--- src/rtl/sin_pkg.sv ---
`default_nettype none
// ============================================================================
// Module : sin_pkg
// Brief  : Shared constants and state encoding for the sin phase generator.
// Rev    : 1.0
// ============================================================================
package sin_pkg;

  localparam logic [23:0] HALF_PI_Q = 24'hC90FDB;  // round(pi/2 * 2^23)
  localparam int          EXP_W     = 8;
  localparam int          MANT_W    = 23;
  localparam int          BIAS      = 127;

  typedef enum logic [2:0] {
    S_IDLE = 3'd0,
    S_FOLD = 3'd1,
    S_MULT = 3'd2,
    S_NORM = 3'd3,
    S_PACK = 3'd4,
    S_WAIT = 3'd5,
    S_OUT  = 3'd6
  } state_t;

endpackage
`default_nettype wire

--- src/rtl/fix2float_norm.sv ---
`default_nettype none
// ============================================================================
// Module : fix2float_norm
// Brief  : Iterative leading-one normaliser, one left shift per cycle.
// Rev    : 1.0
// ============================================================================
module fix2float_norm
  import sin_pkg::*;
#(
  parameter int IN_W    = 47,
  parameter int EXP_OFS = 45
) (
  input  logic              clk,
  input  logic              reset,
  input  logic              start,
  input  logic [IN_W-1:0]   value,
  output logic              done,
  output logic [EXP_W-1:0]  exp_out,
  output logic [MANT_W-1:0] mant_out
);

  localparam int CNT_W   = $clog2(IN_W);
  localparam int EXP_TOP = BIAS + IN_W - 1 - EXP_OFS;

  logic [IN_W-1:0]  r_val;
  logic [CNT_W-1:0] r_cnt;
  logic             r_active;

  // start must never be raised with a zero value; the caller filters that case
  always_ff @(posedge clk or negedge reset) begin
    if (!reset) begin
      r_val    <= '0;
      r_cnt    <= '0;
      r_active <= 1'b0;
    end else if (start) begin
      r_val    <= value;
      r_cnt    <= '0;
      r_active <= 1'b1;
    end else if (r_active) begin
      if (r_val[IN_W-1]) begin
        r_active <= 1'b0;
      end else begin
        r_val <= r_val << 1;
        r_cnt <= r_cnt + 1'b1;
      end
    end
  end

  assign done     = r_active & r_val[IN_W-1];
  assign exp_out  = EXP_W'(EXP_TOP) - EXP_W'(r_cnt);
  assign mant_out = r_val[IN_W-2 -: MANT_W];

endmodule
`default_nettype wire

--- src/rtl/sin_phase_gen.sv ---
`default_nettype none
// ============================================================================
// Module : sin_phase_gen
// Brief  : Phase accumulator, quadrant fold and sequencer for the sin unit.
// Rev    : 1.0
// ============================================================================
module sin_phase_gen
  import sin_pkg::*;
#(
  parameter int         PHASE_W = 24,
  parameter logic [3:0] PREC    = 4'h7
) (
  input  logic               clk,
  input  logic               reset,
  input  logic               sample_tick,
  input  logic [PHASE_W-1:0] freq_inc,
  output logic [PHASE_W-1:0] phase_out,
  output logic [31:0]        sin_theta,
  output logic [3:0]         sin_prec,
  output logic               sin_reset,
  input  logic [31:0]        sin_result,
  input  logic               sin_done,
  output logic [31:0]        sample_out,
  output logic               sample_valid,
  output logic               busy,
  output logic               overrun
);

  localparam int F_W  = PHASE_W - 2;
  localparam int FP_W = PHASE_W - 1;
  // f' carries F_W fraction bits of a quarter turn, HALF_PI_Q carries 23
  localparam int M_W  = FP_W + 24;
  localparam logic [FP_W-1:0] QUARTER = {1'b1, {F_W{1'b0}}};

  state_t             r_state;
  logic [PHASE_W-1:0] r_phase;
  logic [PHASE_W-1:0] r_work;
  logic               r_qsign;
  logic [FP_W-1:0]    r_fprime;
  logic               r_mzero;
  logic               r_first;
  logic [31:0]        r_theta;
  logic               r_sin_reset;
  logic [31:0]        r_sample;
  logic               r_valid;
  logic               r_busy;
  logic               r_overrun;

  logic [F_W-1:0]    w_f;
  logic [FP_W-1:0]   w_fprime;
  logic [M_W-1:0]    w_m;
  logic              w_norm_start;
  logic              w_norm_done;
  logic [EXP_W-1:0]  w_exp;
  logic [MANT_W-1:0] w_mant;

  assign w_f          = r_work[F_W-1:0];
  assign w_fprime     = r_work[PHASE_W-2] ? (QUARTER - {1'b0, w_f}) : {1'b0, w_f};
  assign w_m          = M_W'(r_fprime) * M_W'(HALF_PI_Q);
  assign w_norm_start = (r_state == S_MULT) && (w_m != '0);

  // The normaliser's shift register is the registered copy of M
  fix2float_norm #(
    .IN_W    (M_W),
    .EXP_OFS (PHASE_W + 21)
  ) u_norm (
    .clk      (clk),
    .reset    (reset),
    .start    (w_norm_start),
    .value    (w_m),
    .done     (w_norm_done),
    .exp_out  (w_exp),
    .mant_out (w_mant)
  );

  always_ff @(posedge clk or negedge reset) begin
    if (!reset) begin
      r_state     <= S_IDLE;
      r_phase     <= '0;
      r_work      <= '0;
      r_qsign     <= 1'b0;
      r_fprime    <= '0;
      r_mzero     <= 1'b0;
      r_first     <= 1'b0;
      r_theta     <= '0;
      r_sin_reset <= 1'b1;
      r_sample    <= '0;
      r_valid     <= 1'b0;
      r_busy      <= 1'b0;
      r_overrun   <= 1'b0;
    end else begin
      r_valid   <= 1'b0;
      r_overrun <= sample_tick && (r_state != S_IDLE);
      if (sample_tick) begin
        r_phase <= r_phase + freq_inc;
      end
      case (r_state)
        S_IDLE: begin
          if (sample_tick) begin
            r_work  <= r_phase;
            r_busy  <= 1'b1;
            r_state <= S_FOLD;
          end
        end
        S_FOLD: begin
          r_qsign  <= r_work[PHASE_W-1];
          r_fprime <= w_fprime;
          r_state  <= S_MULT;
        end
        S_MULT: begin
          r_mzero <= (w_m == '0);
          r_state <= (w_m == '0) ? S_PACK : S_NORM;
        end
        S_NORM: begin
          if (w_norm_done) begin
            r_state <= S_PACK;
          end
        end
        S_PACK: begin
          r_theta     <= r_mzero ? 32'h0 : {1'b0, w_exp, w_mant};
          r_sin_reset <= 1'b0;
          r_first     <= 1'b1;
          r_state     <= S_WAIT;
        end
        S_WAIT: begin
          r_first <= 1'b0;
          // done may still be high from the previous operation on the first cycle
          if (!r_first && sin_done) begin
            r_sample    <= (sin_result[30:0] == '0) ? 32'h0
                         : {sin_result[31] ^ r_qsign, sin_result[30:0]};
            r_valid     <= 1'b1;
            r_sin_reset <= 1'b1;
            r_state     <= S_OUT;
          end
        end
        S_OUT: begin
          r_busy  <= 1'b0;
          r_state <= S_IDLE;
        end
        default: begin
          r_busy      <= 1'b0;
          r_sin_reset <= 1'b1;
          r_state     <= S_IDLE;
        end
      endcase
    end
  end

  assign phase_out    = r_phase;
  assign sin_theta    = r_theta;
  assign sin_prec     = PREC;
  assign sin_reset    = r_sin_reset;
  assign sample_out   = r_sample;
  assign sample_valid = r_valid;
  assign busy         = r_busy;
  assign overrun      = r_overrun;

endmodule
`default_nettype wire

--- config.mk ---
export PLATFORM = sky130hd
export DESIGN_NAME = sin_phase_gen
export DESIGN_NICKNAME = d
export VERILOG_FILES = /design/src/rtl/sin_pkg.sv /design/src/rtl/fix2float_norm.sv /design/src/rtl/sin_phase_gen.sv
export SDC_FILE = /design/constraint.sdc
export NUM_CORES = 1
export LEC_CHECK = 0
export BUFFER_PORTS_ARGS = -buffer_cell sky130_fd_sc_hd__buf_2
export CORE_MARGIN = 4
export CORE_UTILIZATION = 60
export CTS_CLUSTER_DIAMETER = 50
export DETAILED_ROUTE_END_ITERATION = 16
export PLACE_DENSITY = 0.8
export SKIP_CTS_REPAIR_TIMING = 1
export SLEW_MARGIN = 20
export SYNTH_ARGS = -nofsm -noshare
export SYNTH_HDL_FRONTEND = slang
export SYNTH_SLANG_ARGS = --single-unit
export TNS_END_PERCENT = 100
--- constraint.sdc ---
create_clock -name clk -period 20.8 [get_ports clk]
set_input_delay 3.12 -clock clk [delete_from_list [all_inputs] [get_ports clk]]
set_output_delay 3.12 -clock clk [all_outputs]
set_load 0.05 [all_outputs]
==> impl_results.rst <==
.. list-table::
   :header-rows: 1

   * - Metric
     - Value
   * - X dimension of the die
     - about 190 um
   * - Sequence of cells on the critical path
     - fa_1, inv_1, fa_1, fa_1, inv_1, fa_1, inv_1, fa_1, inv_1, fa_1, fa_1, ha_1, a21oi_1, o21ai_0, or3_1, nor3_1, or4_1, a22oi_1, nand4_1, nor4_1, nand4b_1, o21ai_4, buf_4, mux2_2
   * - Post-synthesis sequential area ratio
     - 24.4%
   * - Period minus WS final
     - between 8 and 9 ns
   * - Most frequent standard cell in the layout excluding fill and tap cells
     - sky130_fd_sc_hd__inv_1
   * - Endpoint type of the worst setup path
     - flip-flop
   * - Area taken by flip-flops and latches
     - 4960 um^2
   * - Die extent in y
     - 192 um
   * - Worst R2R Start
     - r_fprime[9]
   * - Number of nets in the layout
     - about 2.7k
   * - Vias in the first global route
     - around 16k
   * - Clk slew on worst S/H paths
     - approximately 0.08 ns
   * - Post-placement setup slack
     - ~12 ns
   * - Crit Path Class
     - reg2reg
   * - Post-synthesis average cell area
     - ~9.7 um^2
   * - Setup slack after layout
     - ~12 ns
   * - Largest fanout on the critical path
     - 54
   * - Buffer type at the clock tree root
     - sky130_fd_sc_hd__clkbuf_16
   * - Status
     - finished clean
   * - Fin util
     - between 60% and 70%
   * - Setup repair after global routing missed its margin
     - no
   * - Clock skew after layout
     - around 0.016 ns
   * - Most frequent cell on the critical path
     - sky130_fd_sc_hd__fa_1
   * - Final global-route overflow total
     - 0
   * - Highest achievable clock rate
     - 114 MHz
   * - Detailed-route wire length per cell
     - 18.1 um
   * - Pwr/cell area
     - ~52 nW/um^2
   * - # fillers
     - roughly 2.7k
   * - Num CTS Buffers
     - 17
   * - Number of standard-cell rows in the floorplan
     - 67
   * - Insertion delay to the later sink of the worst-skew pair
     - approximately 0.45 ns
   * - RD Place Congestion
     - about 1.0
   * - Transition time of the tightest slew-check pin
     - between 0.9 and 1 ns
   * - Slowest stage cell on the critical path
     - sky130_fd_sc_hd__fa_1
   * - Worst R2R Setup Slack
     - between 10 and 15 ns
   * - Summed negative setup slack over all endpoints
     - 0 ns
   * - Hold Path Stages
     - 1
   * - Starting DRT DRC Count
     - 917
   * - Fin. max-slew vios
     - 0
   * - Total number of yosys warnings
     - 0
   * - CTS tree
     - yes
   * - Nature of the critical path startpoint
     - flip-flop
   * - Netlist Area Pre-Place
     - a little over 20,000 um^2
   * - Critical path buffer and inverter count
     - 5
   * - Synthesized instance count
     - between 2k and 2.5k
   * - Maximum ir drop on the vdd rail
     - 0.0922 mV
   * - Proportion of layout cells with a drive suffix above 1
     - 11.4%
   * - Crit path DAT
     - 9.11 ns
   * - Kind of path behind the tightest hold check
     - reg2reg
   * - Die Outline Area
     - 36,900 um^2
   * - Antenna Diode Count
     - 0
   * - Multi-input logic area
     - between 10,000 and 15,000 um^2
   * - Share of flip-flops with an asynchronous set or reset
     - 100%
   * - Wire length of the first global-routing pass
     - about 80 mm
   * - Delay of the slowest cell on the worst path
     - 0.70 ns
   * - Data required time of the critical path
     - 21.13 ns
   * - Leading cell types in the layout, fill and taps excluded
     - sky130_fd_sc_hd__inv_1 (335), sky130_fd_sc_hd__ha_1 (267), sky130_fd_sc_hd__nand2_1 (263)
   * - Largest delay share family, worst path
     - adder cells
   * - Buffers on Ports
     - 150
   * - Hold Slack
     - about 0.48 ns
   * - Number of antenna violations at the first check in global routing
     - 0
   * - Final hold violations
     - 0
   * - Total Routing Usage GR
     - a little over a quarter
   * - Initial cell density of the core
     - approximately three fifths
   * - Overall routed net length
     - approximately 48 mm
   * - Max transition margin
     - approximately 36%
   * - Antenna Violating Nets Remaining
     - 0
   * - Design Area, Final
     - between 20,000 and 25,000 um^2
   * - Routed vias
     - 15.1k
   * - Flop and latch count out of synthesis
     - 198
   * - Startpoint of the lowest-slack hold path
     - sin_theta[29]
   * - Number of optimization iterations in the first detailed-route pass
     - 5
   * - Terminating pin of the worst hold path
     - sin_theta[29]
   * - Count of cell types in the netlist
     - 76
   * - Most used flip-flop cell after synthesis
     - sky130_fd_sc_hd__dfrtp_1
   * - Worst r2r dst
     - u_norm.r_val[1]
   * - Core outline area
     - 33,500 um^2
   * - TritonCTS Sinks
     - approximately 200
   * - Layout Area Growth over Synthesis
     - 8.30%
   * - Leakage power
     - ~12 nW
   * - Number of max-capacitance violations reported
     - 0
   * - Final cycle utilization of the critical path
     - 42.2%
   * - Hpwl dp
     - about 40 mm
   * - Avg Vias per Cell
     - 5.64
   * - DRC violations left
     - 0
   * - Number of failing setup endpoints in the final timing report
     - 0
   * - Max clock buf depth
     - 2
   * - Number of flops mapped to enable cells by yosys
     - 0
   * - Largest net degree at the start of global routing
     - 75
   * - H-tree levels
     - 4
   * - Cell Area, Placed
     - roughly 21,000 um^2
   * - Reg2Reg Depth
     - 24
   * - Number of ports placed on the die boundary
     - between 150 and 200
[registers in the layout, indices dropped and copies added (netlist names)]
name / cells
sin_reset: 1
sample_out: 32
u_norm.r_val: 47
r_state: 3
u_norm.r_cnt: 6
sample_valid: 1
r_mzero: 1
r_fprime: 23
overrun: 1
phase_out: 24
busy: 1
r_first: 1
r_qsign: 1
u_norm.r_active: 1
sin_theta: 31
r_work: 24
[worst max path at each step]
| stage | startpoint | cells after the start | endpoint |
|---|---|---|---|
| after CTS | r_fprime[9] | 24 | u_norm.r_val[1] |
| after detailed placement | r_fprime[9] | 24 | u_norm.r_val[1] |
| final | r_fprime[9] | 24 | u_norm.r_val[1] |
| after global placement | r_fprime[5] | 22 | u_norm.r_val[1] |
| after global routing | r_fprime[9] | 24 | u_norm.r_val[1] |
| after floorplan | r_fprime[8] | 26 | u_norm.r_val[11] |
[synth_stat cells (9+ instances only)]
master,count,share of area (%)
sky130_fd_sc_hd__nor4_1,13,0.40
sky130_fd_sc_hd__nand2b_1,32,0.98
sky130_fd_sc_hd__nor3_1,22,0.54
sky130_fd_sc_hd__mux2i_1,71,3.5
sky130_fd_sc_hd__or3_1,25,0.77
sky130_fd_sc_hd__xor2_1,37,1.6
sky130_fd_sc_hd__o21bai_1,9,0.33
sky130_fd_sc_hd__nor2_1,59,1.1
sky130_fd_sc_hd__fa_1,201,20
sky130_fd_sc_hd__mux2_2,47,2.6
sky130_fd_sc_hd__nand4_1,14,0.43
sky130_fd_sc_hd__clkbuf_1,45,0.83
sky130_fd_sc_hd__o31ai_1,11,0.41
sky130_fd_sc_hd__dfrtp_1,197,24
sky130_fd_sc_hd__xnor2_1,47,2.0
sky130_fd_sc_hd__nand3_1,20,0.49
sky130_fd_sc_hd__ha_1,267,16
sky130_fd_sc_hd__a21o_1,35,1.3
sky130_fd_sc_hd__a211oi_1,15,0.55
sky130_fd_sc_hd__nand2_1,263,4.9
sky130_fd_sc_hd__o21ai_0,105,2.6
sky130_fd_sc_hd__inv_1,335,6.2
sky130_fd_sc_hd__a21oi_1,65,1.6
[cell type report]
| type | count | area share, % |
|---|---|---|
| timing repair buffer | 156 | 3.65 |
| clock inverter | 14 | 0.801 |
| multi-input combinational | 1504 | 62.9 |
| tap | 448 | 2.54 |
| inverter | 335 | 5.71 |
| clock buffer | 18 | 1.95 |
| sequential | 198 | 22.5 |
[power breakdown]
group	leakage (nW)	switching (W)	internal [W]
Combinational	8.78	0.000219	0.000132
Sequential	2.69	0.0000297	0.000410
Clock	0.296	0.000177	0.000174
[layer usage]
| layer | track usage (%) | share of wire, % | up-vias | routed length [um] |
|---|---|---|---|---|
| met4 | 8.17 | 2.9 | 0 | 1380 |
| met1 | 37.2 | 44 | 7377 | 21100 |
| met5 | 0 | 0 | - | 0 |
| met3 | 3.29 | 4.5 | 78 | 2150 |
| li1 | - | - | 7209 | - |
| met2 | 46.1 | 49 | 405 | 23700 |
[per-stage QoR]
| stage | power, W | instances |
|---|---|---|
| 6_report | 0.00114 | 2673 |
| 5_1_grt | 0.00120 | 2673 |
| 4_1_cts | 0.00114 | 2673 |
| 3_5_place_dp | 0.000795 | 2641 |
| 3_3_place_gp | 0.000784 | 2641 |
| 2_1_floorplan | 0.000708 | 2104 |
[logic make-up after synthesis]
kind of cell,count (synthesis),synth area share (%)
AND/OR/NAND/NOR,506,11.6
other,2,0.0369
flip-flops,198,24.4
XOR/XNOR,84,3.62
AO/OA/AOI/OAI,315,9.92
adder cells (fa/ha/maj),468,36.2
multiplexers,126,6.54
buffers and inverters,402,7.72
No activity file was read; power rests on OpenSTA's default activity.
